--- src/rtl/ahb_pkg.sv ---
// Shared AHB types and burst-length helper for the arbiter slice.
package ahb_pkg;

  localparam int unsigned AHB_NUM_MASTERS = 4;

  typedef enum logic [1:0] {
    IDLE   = 2'b00,
    BUSY   = 2'b01,
    NONSEQ = 2'b10,
    SEQ    = 2'b11
  } htrans_e;

  typedef enum logic [2:0] {
    SINGLE = 3'b000,
    INCR   = 3'b001,
    WRAP4  = 3'b010,
    INCR4  = 3'b011,
    WRAP8  = 3'b100,
    INCR8  = 3'b101,
    WRAP16 = 3'b110,
    INCR16 = 3'b111
  } hburst_e;

  // Beats remaining after the NONSEQ beat; undefined-length bursts never lock.
  function automatic logic [3:0] burst_beats(hburst_e b);
    logic [3:0] beats;
    beats = '0;
    case (b)
      WRAP4,  INCR4:  beats = 4'd3;
      WRAP8,  INCR8:  beats = 4'd7;
      WRAP16, INCR16: beats = 4'd15;
      default:        beats = '0;
    endcase
    return beats;
  endfunction

endpackage

--- src/rtl/ahb_arb_picker.sv ---
// Combinational winner selection. AHB_ARB_ROUND_ROBIN_EN selects round-robin,
// otherwise fixed priority with master 0 highest.
module ahb_arb_picker #(
  parameter int unsigned NUM_MASTERS = 4,
  parameter int unsigned W           = $clog2(NUM_MASTERS)
) (
  input  logic [NUM_MASTERS-1:0] i_req,
  input  logic [W-1:0]           i_ptr,
  output logic [NUM_MASTERS-1:0] o_grant
);

`ifdef AHB_ARB_ROUND_ROBIN_EN
  always_comb begin
    logic             found;
    int unsigned      idx;
    logic [W-1:0]     sel;
    o_grant = '0;
    found   = 1'b0;
    idx     = 0;
    sel     = '0;
    // Search starts one past the last owner and wraps back onto it last.
    for (int unsigned off = 1; off <= NUM_MASTERS; off++) begin
      idx = (32'(i_ptr) + off) % NUM_MASTERS;
      sel = W'(idx);
      if (!found && i_req[sel]) begin
        o_grant[sel] = 1'b1;
        found        = 1'b1;
      end
    end
  end
`else
  logic w_unused_ptr;
  assign w_unused_ptr = ^i_ptr;

  always_comb begin
    logic found;
    o_grant = '0;
    found   = 1'b0;
    for (int unsigned i = 0; i < NUM_MASTERS; i++) begin
      if (!found && i_req[W'(i)]) begin
        o_grant[W'(i)] = 1'b1;
        found          = 1'b1;
      end
    end
  end
`endif

endmodule

--- src/rtl/ahb_arbiter.sv ---
// AHB bus arbiter with fixed-length burst lock and park-on-last-owner.
// Define AHB_ARB_ROUND_ROBIN_EN for round-robin selection (default: fixed priority).
module ahb_arbiter
  import ahb_pkg::*;
#(
  parameter int unsigned NUM_MASTERS = AHB_NUM_MASTERS
) (
  input  logic                           Hclk,
  input  logic                           Hreset,
  input  logic [NUM_MASTERS-1:0]         Hreq,
  input  logic                           Hready,
  input  logic [1:0]                     Htrans,
  input  logic [2:0]                     Hburst,
  output logic [NUM_MASTERS-1:0]         Hgrant,
  output logic [$clog2(NUM_MASTERS)-1:0] Hmaster
);

  localparam int unsigned W = $clog2(NUM_MASTERS);

  logic [NUM_MASTERS-1:0] r_grant;
  logic [W-1:0]           r_master;
  logic [W-1:0]           r_ptr;
  logic [3:0]             r_beats;

  logic [NUM_MASTERS-1:0] w_winner;
  logic [W-1:0]           w_grant_idx;
  logic [W-1:0]           w_winner_idx;
  htrans_e                w_trans;
  hburst_e                w_burst;
  logic                   w_arb;

  assign w_trans = htrans_e'(Htrans);
  assign w_burst = hburst_e'(Hburst);
  // Arbitration uses the pre-edge counter, so a NONSEQ load locks from the next edge.
  assign w_arb   = Hready && (r_beats == '0) && (Hreq != '0);

  ahb_arb_picker #(
    .NUM_MASTERS (NUM_MASTERS),
    .W           (W)
  ) u_picker (
    .i_req   (Hreq),
    .i_ptr   (r_ptr),
    .o_grant (w_winner)
  );

  always_comb begin
    w_grant_idx  = '0;
    w_winner_idx = '0;
    for (int unsigned i = 0; i < NUM_MASTERS; i++) begin
      if (r_grant[W'(i)])  w_grant_idx  = W'(i);
      if (w_winner[W'(i)]) w_winner_idx = W'(i);
    end
  end

  always_ff @(posedge Hclk) begin
    if (Hreset) begin
      r_grant  <= {{(NUM_MASTERS-1){1'b0}}, 1'b1};
      r_master <= '0;
      r_ptr    <= '0;
      r_beats  <= '0;
    end else if (Hready) begin
      r_master <= w_grant_idx;
      if (w_arb) begin
        r_grant <= w_winner;
        r_ptr   <= w_winner_idx;
      end
      case (w_trans)
        NONSEQ:  r_beats <= burst_beats(w_burst);
        SEQ:     if (r_beats != '0) r_beats <= r_beats - 4'd1;
        IDLE:    r_beats <= '0;
        default: ;
      endcase
    end
  end

  assign Hgrant  = r_grant;
  assign Hmaster = r_master;

endmodule

--- config.mk ---
export PLATFORM = sky130hd
export DESIGN_NAME = ahb_arbiter
export DESIGN_NICKNAME = d
export VERILOG_FILES = /design/src/rtl/ahb_pkg.sv /design/src/rtl/ahb_arb_picker.sv /design/src/rtl/ahb_arbiter.sv
export SDC_FILE = /design/constraint.sdc
export NUM_CORES = 1
export LEC_CHECK = 0
export CAP_MARGIN = 30
export CORE_AREA = 2 2 39 41
export CTS_CLUSTER_DIAMETER = 80
export DETAILED_ROUTE_END_ITERATION = 6
export DIE_AREA = 0 0 41 43
export DONT_BUFFER_PORTS = 1
export PLACE_DENSITY = 0.67
export SLEW_MARGIN = 20
export SYNTH_ARGS = -nofsm -noshare
export SYNTH_HDL_FRONTEND = slang
export SYNTH_HIERARCHICAL = 1
export SYNTH_SLANG_ARGS = --single-unit
--- constraint.sdc ---
create_clock -name Hclk -period 2.5 [get_ports Hclk]
set_clock_uncertainty 0.05 [all_clocks]
set_input_delay 0.625 -clock Hclk [delete_from_list [all_inputs] [get_ports Hclk]]
set_output_delay 0.625 -clock Hclk [all_outputs]
set_load 0.01 [all_outputs]
==> flow_summary.json <==
{
  "rsz0062_at_grt": "no",
  "cts_hold_buf": 0,
  "finalSetupTns_ps": 0,
  "grt_pass1_wl_um": 1860,
  "cts_tree": "built",
  "ys_warn_count": 6,
  "vias": 535,
  "area_growth_pct": 4.25,
  "critPathArrivalTime_ps": 1600,
  "rows": 14,
  "end_kind": "flop",
  "layout_commonest_cell": "dfxtp_1",
  "die_w_um": 41,
  "num_antenna_cells": 0,
  "cts.reportedPaths.clkPinSlew_ps": 70,
  "mostFrequentLayoutCells": "10 x dfxtp_1, 6 x a21oi_1, 5 x inv_1, 5 x nand3_1, 4 x o21ai_0",
  "path_max_fanout": 8,
  "total_leakage_power_nw": 0.239,
  "slew_violations": 0,
  "globalplace.congestion": 0.675,
  "instances_no_fill": 85,
  "worstSetupStartpointType": "primary input",
  "fillers": 154,
  "required_ps": 2610,
  "fp.dieH_um": 43,
  "place.port_buffers": 0,
  "drtAntennaViolNets": 0,
  "detail_route.first_pass.iterations": 2,
  "grt_pass1_vias": 482,
  "drt_iter0_drc": 7,
  "cts_made_buffers": 3,
  "layout.nets": 86,
  "grt_max_degree": 11,
  "finish.utilization": 0.466,
  "multi_input_area_um2": 383,
  "dpl.cell_count": 82,
  "track_usage": 0.149,
  "drive_gt1_frac": 0.101,
  "post_cts_buffers": 0,
  "status": "finished, final reports clean",
  "post_cts_resized": 0,
  "power_density_nw_per_um2": 544,
  "drc": 0,
  "antenna_found_initial": 0,
  "syn_nets": 84,
  "wl_per_cell_um": 13.8,
  "maxCapViolCount": 0,
  "core-area_um2": 1380,
  "period_minus_slack_ps": 1490,
  "cts_buffer_depth": 2,
  "regArea_um2": 200,
  "slew_headroom": 0.755,
  "detailed_place_hpwl_um": 897,
  "grt_overflow": 0,
  "crit_type": "in -> reg",
  "timing.final.crit_share": 0.598,
  "vias_per_cell": 6.29,
  "initial_utilization": 0.447,
  "clock.fmax_ghz": 0.669,
  "crit_chain": "inv_1 -> ha_1 -> o21ba_2 -> a31oi_1 -> a311oi_1",
  "clock-sinks": 10,
  "setup_violations": 0,
  "finalHoldViolations": 0,
  "min_path_type": "in -> reg",
  "synth_cells": 69,
  "clockRootBuffer": "clkbuf_4",
  "insertion_delay_ps": 250,
  "crit_path_top_delay_cell": "ha_1",
  "ioPinCount": 18,
  "drt-total-wl_um": 1170,
  "worst_slew_pin_slew_ps": 365,
  "vdd_drop_max_mv": 0.168,
  "cts_max_level": 1,
  "cp_slowest_stage_delay_ps": 350,
  "netlist_area_um2": 618,
  "dieArea_um2": 1760,
  "avgSynthCellArea_um2": 8.96
}
## per-stage QoR
step           power [mW]  hold slack, ps  setup slack (ps)  cell area [um^2]
6_report            0.351             381              1010               644
5_1_grt             0.369             366               960               644
4_1_cts             0.355             374               994               644
3_5_place_dp        0.248             471               721               622
3_3_place_gp        0.246             470               772               622
2_1_floorplan       0.238             454               861               618
## state kept, by name (all words and copies together), names as in the netlist
signal and cells:
Hmaster 2, Hgrant 4, r_beats 4
## report_power, final
group	internal [mW]	switching, mW
clock	0.0554	0.0511
sequential	0.169	0.0119
combinational	0.0308	0.0321
## critical path: cells and delay by family
| family | cells | cell delay (ps) |
|---|---|---|
| compound gates | 3 | 600 |
| fa+ha+maj | 1 | 350 |
| buf+inv | 1 | 20 |
## per-layer routing
layer / share of wire / wire [um] / track usage / up-vias
met5: 0 / 0 / 0 / -
met4: 0.0068 / 8 / 0.0800 / 0
met3: 0.043 / 51 / 0.0157 / 2
met2: 0.50 / 591 / 0.244 / 12
met1: 0.45 / 522 / 0.178 / 251
li1: - / - / - / 270
## path summary, 6_finish.rpt
kind                                start                      end  slack, ps  cells past startpoint
setup / recovery                Htrans[1]  r_beats[1]$_SDFFE_PP0P_       1010                      5
hold / removal                     Hreset   Hgrant[3]$_SDFFE_PP0P_        380                      1
setup reg to reg  r_beats[0]$_SDFFE_PP0P_  r_beats[2]$_SDFFE_PP0P_       1020                      5
hold reg to reg    Hgrant[1]$_SDFFE_PP0P_   Hgrant[1]$_SDFFE_PP0P_        480                      2
## area by class of cell
cell class | instances | share of cell area
clock buffers | 3 | 0.0350
inverters | 5 | 0.0291
multi-input cells | 51 | 0.594
flip-flops and latches | 10 | 0.311
well taps | 16 | 0.0311
No activity file was read; power rests on OpenSTA's default activity.
